[src/rtl/centroid_update_engine_pkg.sv]
// Shared constants, FSM encoding and reset-centroid helper for the
// centroid update engine.
package centroid_update_engine_pkg;

    localparam int K     = 16;
    localparam int PIX_W = 8;
    localparam int SUM_W = 20;
    localparam int CNT_W = 12;
    localparam int IDX_W = 4;

    typedef enum logic [1:0] {
        ACCUM   = 2'd0,
        WAIT    = 2'd1,
        CAPTURE = 2'd2
    } state_t;

    // Centroids start evenly spread over the component range, mid-bucket.
    function automatic logic [PIX_W-1:0] init_centroid(input int unsigned idx);
        int unsigned val;
        val = idx * ((2 ** PIX_W) / K) + ((2 ** PIX_W) / (2 * K));
        init_centroid = val[PIX_W-1:0];
    endfunction

endpackage

[src/rtl/cluster_accumulator_lane.sv]
// One cluster's component sum and member count, saturating on count so that
// neither register can ever wrap.
module cluster_accumulator_lane
    import centroid_update_engine_pkg::*;
(
    input  logic             clk,
    input  logic             reset,
    input  logic             hit,
    input  logic             clear,
    input  logic [PIX_W-1:0] value,
    output logic [SUM_W-1:0] sum,
    output logic [CNT_W-1:0] count,
    output logic             nonzero,
    output logic             sat_drop
);

    logic [SUM_W-1:0] sum_r;
    logic [CNT_W-1:0] count_r;
    logic             full_s;

    assign full_s   = (count_r == {CNT_W{1'b1}});
    assign sat_drop = hit & full_s;

    // Sum/count registers: cleared per frame, frozen once the count is full.
    always_ff @(posedge clk or negedge reset) begin
        if (!reset) begin
            sum_r   <= {SUM_W{1'b0}};
            count_r <= {CNT_W{1'b0}};
        end else if (clear) begin
            sum_r   <= {SUM_W{1'b0}};
            count_r <= {CNT_W{1'b0}};
        end else if (hit && !full_s) begin
            sum_r   <= sum_r + SUM_W'(value);
            count_r <= count_r + CNT_W'(1'b1);
        end
    end

    assign sum     = sum_r;
    assign count   = count_r;
    assign nonzero = |count_r;

endmodule

[src/rtl/centroid_update_engine.sv]
// Accumulates per-cluster sums/counts over a frame, hands them to the divider
// bank and captures the quotients as the new centroids.
module centroid_update_engine
    import centroid_update_engine_pkg::*;
(
    input  logic                 clk,
    input  logic                 reset,
    input  logic                 pix_valid,
    output logic                 pix_ready,
    input  logic [PIX_W-1:0]     pix_value,
    input  logic [IDX_W-1:0]     pix_cluster,
    input  logic                 frame_end,
    output logic [K-1:0]         div_en,
    output logic [K*SUM_W-1:0]   div_dividend,
    output logic [K*CNT_W-1:0]   div_divisor,
    input  logic                 div_all_ready,
    input  logic [K*SUM_W-1:0]   div_quotient,
    output logic [K*PIX_W-1:0]   centroid,
    output logic                 centroid_valid,
    output logic                 cnt_overflow
);

    state_t               state_r, next_state_s;
    logic                 wait_first_r;
    logic [K-1:0]         div_en_r;
    logic [K*PIX_W-1:0]   centroid_r;
    logic                 centroid_valid_r;
    logic                 cnt_overflow_r;

    logic                 accept_s;
    logic                 last_s;
    logic                 clear_s;
    logic [K-1:0]         hit_s;
    logic [K-1:0]         nonzero_s;
    logic [K-1:0]         nonzero_after_s;
    logic [K-1:0]         sat_drop_s;
    logic                 quotient_unused_s;

    assign accept_s = pix_valid && (state_r == ACCUM);
    assign last_s   = accept_s && frame_end;
    assign clear_s  = (state_r == CAPTURE);

    // A hit on a full lane is dropped, but that lane is already nonzero.
    assign nonzero_after_s = nonzero_s | hit_s;

    genvar gi;
    generate
        for (gi = 0; gi < K; gi++) begin : g_lane
            assign hit_s[gi] = accept_s && (pix_cluster == IDX_W'(gi));

            cluster_accumulator_lane u_lane (
                .clk      (clk),
                .reset    (reset),
                .hit      (hit_s[gi]),
                .clear    (clear_s),
                .value    (pix_value),
                .sum      (div_dividend[gi*SUM_W +: SUM_W]),
                .count    (div_divisor[gi*CNT_W +: CNT_W]),
                .nonzero  (nonzero_s[gi]),
                .sat_drop (sat_drop_s[gi])
            );
        end
    endgenerate

    // FSM state register.
    always_ff @(posedge clk or negedge reset) begin
        if (!reset) begin
            state_r <= ACCUM;
        end else begin
            state_r <= next_state_s;
        end
    end

    // Next-state logic; the first WAIT cycle ignores the bank's stale ready.
    always_comb begin
        next_state_s = state_r;
        case (state_r)
            ACCUM: begin
                if (last_s) begin
                    if (|nonzero_after_s) begin
                        next_state_s = WAIT;
                    end else begin
                        next_state_s = CAPTURE;
                    end
                end else begin
                    next_state_s = ACCUM;
                end
            end
            WAIT: begin
                if (!wait_first_r && div_all_ready) begin
                    next_state_s = CAPTURE;
                end else begin
                    next_state_s = WAIT;
                end
            end
            CAPTURE: next_state_s = ACCUM;
            default: next_state_s = ACCUM;
        endcase
    end

    // Divider enables, centroid capture, valid pulse and sticky overflow.
    always_ff @(posedge clk or negedge reset) begin
        if (!reset) begin
            wait_first_r     <= 1'b0;
            div_en_r         <= {K{1'b0}};
            centroid_valid_r <= 1'b0;
            cnt_overflow_r   <= 1'b0;
            for (int i = 0; i < K; i++) begin
                centroid_r[i*PIX_W +: PIX_W] <= init_centroid(i);
            end
        end else begin
            wait_first_r     <= (state_r == ACCUM) && (next_state_s == WAIT);
            centroid_valid_r <= (state_r == CAPTURE);
            if ((state_r == ACCUM) && (next_state_s == WAIT)) begin
                div_en_r <= nonzero_after_s;
            end else if (next_state_s != WAIT) begin
                div_en_r <= {K{1'b0}};
            end
            if (state_r == CAPTURE) begin
                cnt_overflow_r <= 1'b0;
            end else if (|sat_drop_s) begin
                cnt_overflow_r <= 1'b1;
            end
            for (int i = 0; i < K; i++) begin
                if ((state_r == CAPTURE) && nonzero_s[i]) begin
                    centroid_r[i*PIX_W +: PIX_W] <= div_quotient[i*SUM_W +: PIX_W];
                end
            end
        end
    end

    // Quotient bits above the component width are zero by construction.
    always_comb begin
        quotient_unused_s = 1'b0;
        for (int i = 0; i < K; i++) begin
            quotient_unused_s = quotient_unused_s ^ (^div_quotient[i*SUM_W+PIX_W +: SUM_W-PIX_W]);
        end
    end

    assign pix_ready      = (state_r == ACCUM);
    assign div_en         = div_en_r;
    assign centroid       = centroid_r;
    assign centroid_valid = centroid_valid_r;
    assign cnt_overflow   = cnt_overflow_r;

endmodule

[config.mk]
export PLATFORM = sky130hd
export DESIGN_NAME = centroid_update_engine
export DESIGN_NICKNAME = d
export VERILOG_FILES = /design/src/rtl/centroid_update_engine_pkg.sv /design/src/rtl/cluster_accumulator_lane.sv /design/src/rtl/centroid_update_engine.sv
export SDC_FILE = /design/constraint.sdc
export NUM_CORES = 1
export LEC_CHECK = 0
export CAP_MARGIN = 20
export CORE_AREA = 5 5 385 387
export CTS_BUF_LIST = sky130_fd_sc_hd__clkbuf_2
export DETAILED_ROUTE_END_ITERATION = 12
export DIE_AREA = 0 0 390 392
export SYNTH_ARGS = -nofsm -noshare
export SYNTH_HDL_FRONTEND = slang
export SYNTH_SLANG_ARGS = --single-unit
[constraint.sdc]
create_clock -name clk -period 2.8 [get_ports clk]
set_input_delay 0.42 -clock clk [delete_from_list [all_inputs] [get_ports clk]]
set_output_delay 0.42 -clock clk [all_outputs]
set_load 0.05 [all_outputs]
==> results.toml <==
[yosys]
syn_nets = 4111
synth_seq_cells = 661
syn-mean-instance-area_um2 = 9.81
synth_area_leaders = "dfrtp_1 (43%), ha_1 (5.7%), xnor2_1 (5.0%)"
synth_area_um2 = 35300
synth_edf_count = 0
netlist.area_leader.share_pct = 43.5
synth.most_common_cell = "dfrtp_1"
synth_top_flop_cell = "dfrtp_1"
seq_area_frac_synth_pct = 47.0
synth_largest_area_cell = "dfrtp_1"
synth_cells = 3598
synth_warnings = 0
yosys.cell_types.count = 70
synth_commonest_cells = "dfrtp_1 (613), nor2_1 (394), nand2_1 (290), nand3_1 (259), xnor2_1 (203)"
async_flop_share_pct = 100

[sta]
rsz0062_at_grt = "true"
max_freq_mhz = 343
maxSlewViolCount = 0
hold_violations = 0
relSlewSlack_pct = 25.1
worst_slack_ns = -0.115
tightest_slew_ns = 1.12
setup_viol = 8
fin_skew_ns = 0.185
finalCriticalPeriod_ns = 2.92
finalCritPeriodShare_pct = 104

[placement]
gp_congestion = 0.922
place_area_um2 = 48300
dp.cells = 6532
hpwl_mm = 113
io_buffers = 803

[clock_tree]
cts_buffers = 190
cts.sinks = 661
cts_root_buf = "clkbuf_2"
clk_latency_ns = 1.71
cts_tree = "yes"
clk_path_buf_depth = 3
path_clk_slew_ns = 0.10
htreeDepth = 4

[grt]
grt_pass1_wl_mm = 231
grt_pass1_vias = 37500
antenna_found_initial = 8
grt_max_degree = 71
grtUsageTotal_pct = 19.8
grt-ovfl-total = 0

[power_and_ir_drop]
p_leak_nw = 28.1
p_per_area_nw_per_um2 = 757
vdd_drop_max_v = 0.000579

[critical_path]
required_ns = 2.38
critPathCaptureType = "primary output"
crit_arrival_ns = 2.50
crit_type = "flip-flop to primary output"
cp_max_fo = 2
cp-start-kind = "flip-flop"

[floorplanning]
die_w_um = 390
die_area_um2 = 153000
die_y_um = 392
start_util_pct = 24.4
core_um2 = 145000
rows = 140
ios = 996

[route]
drt_iter0_markers = 1924
finalWirelength_mm = 158
vias_per_cell = 4.69
num_vias = 36500
drc = 0
post_drt_wl_per_cell_um = 20.3
dr.pass1.iters = 7
antenna_left = 0

[final_layout]
multiInputGateArea_um2 = 18000
final_area_um2 = 59000
area_growth_pct = 67.3
fin_cells = 7774
drive_gt1_share_pct = 39.8
fill_cells = 13900
fin_nets = 6189
seqCellArea_um2 = 16800

[run_status]
status = "finished with violations"
violations = "setup timing"

[min_path]
holdCritPathClass = "input pin to flip-flop"

[run]
max_cap_violations = 0
==> metal layers <==
layer	global-route usage, %	part of all wire [%]	up-vias
met3	6.39	7.8	348
met5	0	0	-
met4	9.46	4.8	0
met2	32.6	47	1171
li1	-	-	17200
met1	23.5	40	17800
==> through the flow <==
stage / worst slack [ns] / setup TNS, ns / utilization (%) / hold slack (ns) / power (mW)
after floorplan: 0.0306 / 0 / - / 0.124 / 25.6
after CTS: -0.474 / -87.07 / 40.3 / 0.00467 / 44.7
final: -0.115 / -0.419 / 40.9 / 0.302 / 44.7
after global placement: -0.603 / -74.35 / 33.4 / 0.400 / 33.3
after global routing: -0.407 / -51.00 / 40.8 / 0.0975 / 47.2
after detailed placement: -0.602 / -75.69 / 33.4 / 0.405 / 33.5
==> cell usage in the layout, fill, tap and decap left out, types with 127 or more instances in the layout <==
cell,Yosys,routed
nor2_1,394,393
xor2_1,157,157
clkdlybuf4s50_1,0,135
clkbuf_2,0,304
nand3_1,259,255
buf_6,0,555
dlygate4sd3_1,0,289
dfrtp_1,613,439
o21ai_0,199,192
buf_4,0,871
xnor2_1,203,203
nand2_1,290,290
mux2_2,128,128
dfrtp_2,0,174
ha_1,160,160
a21oi_1,130,127
==> state kept, by name, indices dropped and copies added, names as in the netlist <==
| signal | flops |
|---|---|
| g_lane.u_lane.sum | 320 |
| g_lane.u_lane.count | 192 |
| centroid | 128 |
| div_en | 16 |
| state_r | 2 |
| centroid_valid | 1 |
| cnt_overflow | 1 |
| wait_first_r | 1 |
==> power breakdown <==
group	internal (mW)	switching, mW	leakage, nW
Sequential	11.7	1.64	8.56
Combinational	9.66	14.0	18.1
Clock	3.00	4.71	1.39
==> cell families after synthesis <==
group	count (synthesis)	synth area share, %
AND/OR/NAND/NOR	1484	21.0
flip-flops	661	47.0
AO/OA/AOI/OAI	558	9.71
XOR/XNOR	360	8.94
buffers and inverters	223	2.39
adder cells (fa/ha/maj)	176	6.58
multiplexers	136	4.31
==> repair_timing <==
item | in CTS | in global routing
resized for setup | 4832 | 56
hold buffers | 290 | 0
pin swaps | 2 | 2
setup endpoints to repair | 662 | 488
hold endpoints to repair | 1151 | 0
buffers inserted | 513 | 70
==> worst max-delay path, cell delays in order, from the launching register on <==
cell,delay (ns)
dfrtp_2,0.43
buf_6,0.12
nor2_4,0.08
buf_6,0.14
buf_8,0.15
==> cell type report <==
type                       instances  share of cell area, %
antenna                           16                 0.0678
clock buffer                     304                   2.58
clock inverter                    53                  0.462
inverter                         101                  0.655
multi-input combinational       2714                   30.5
sequential                       661                   28.5
tap                             1917                   4.06
timing repair buffer            2008                   33.1
==> path summary, 6_finish.rpt <==
path / to / slack (ns) / start / cells after the start
worst max-delay path: pix_ready / -0.12 / state_r[0] / 4
worst min-delay path: g_lane[6].u_lane.sum[7] / 0.30 / pix_value[7] / 6
worst max register to register: g_lane[12].u_lane.sum[17] / 0.05 / g_lane[12].u_lane.count[1] / 10
worst min register to register: g_lane[5].u_lane.sum[12] / 0.51 / g_lane[5].u_lane.sum[11] / 1
max in group asynchronous: g_lane[2].u_lane.sum[13] / 1.31 / reset / 6
min in group asynchronous: centroid[74] / 0.51 / reset / 5
(Power assumes the default switching activity.)
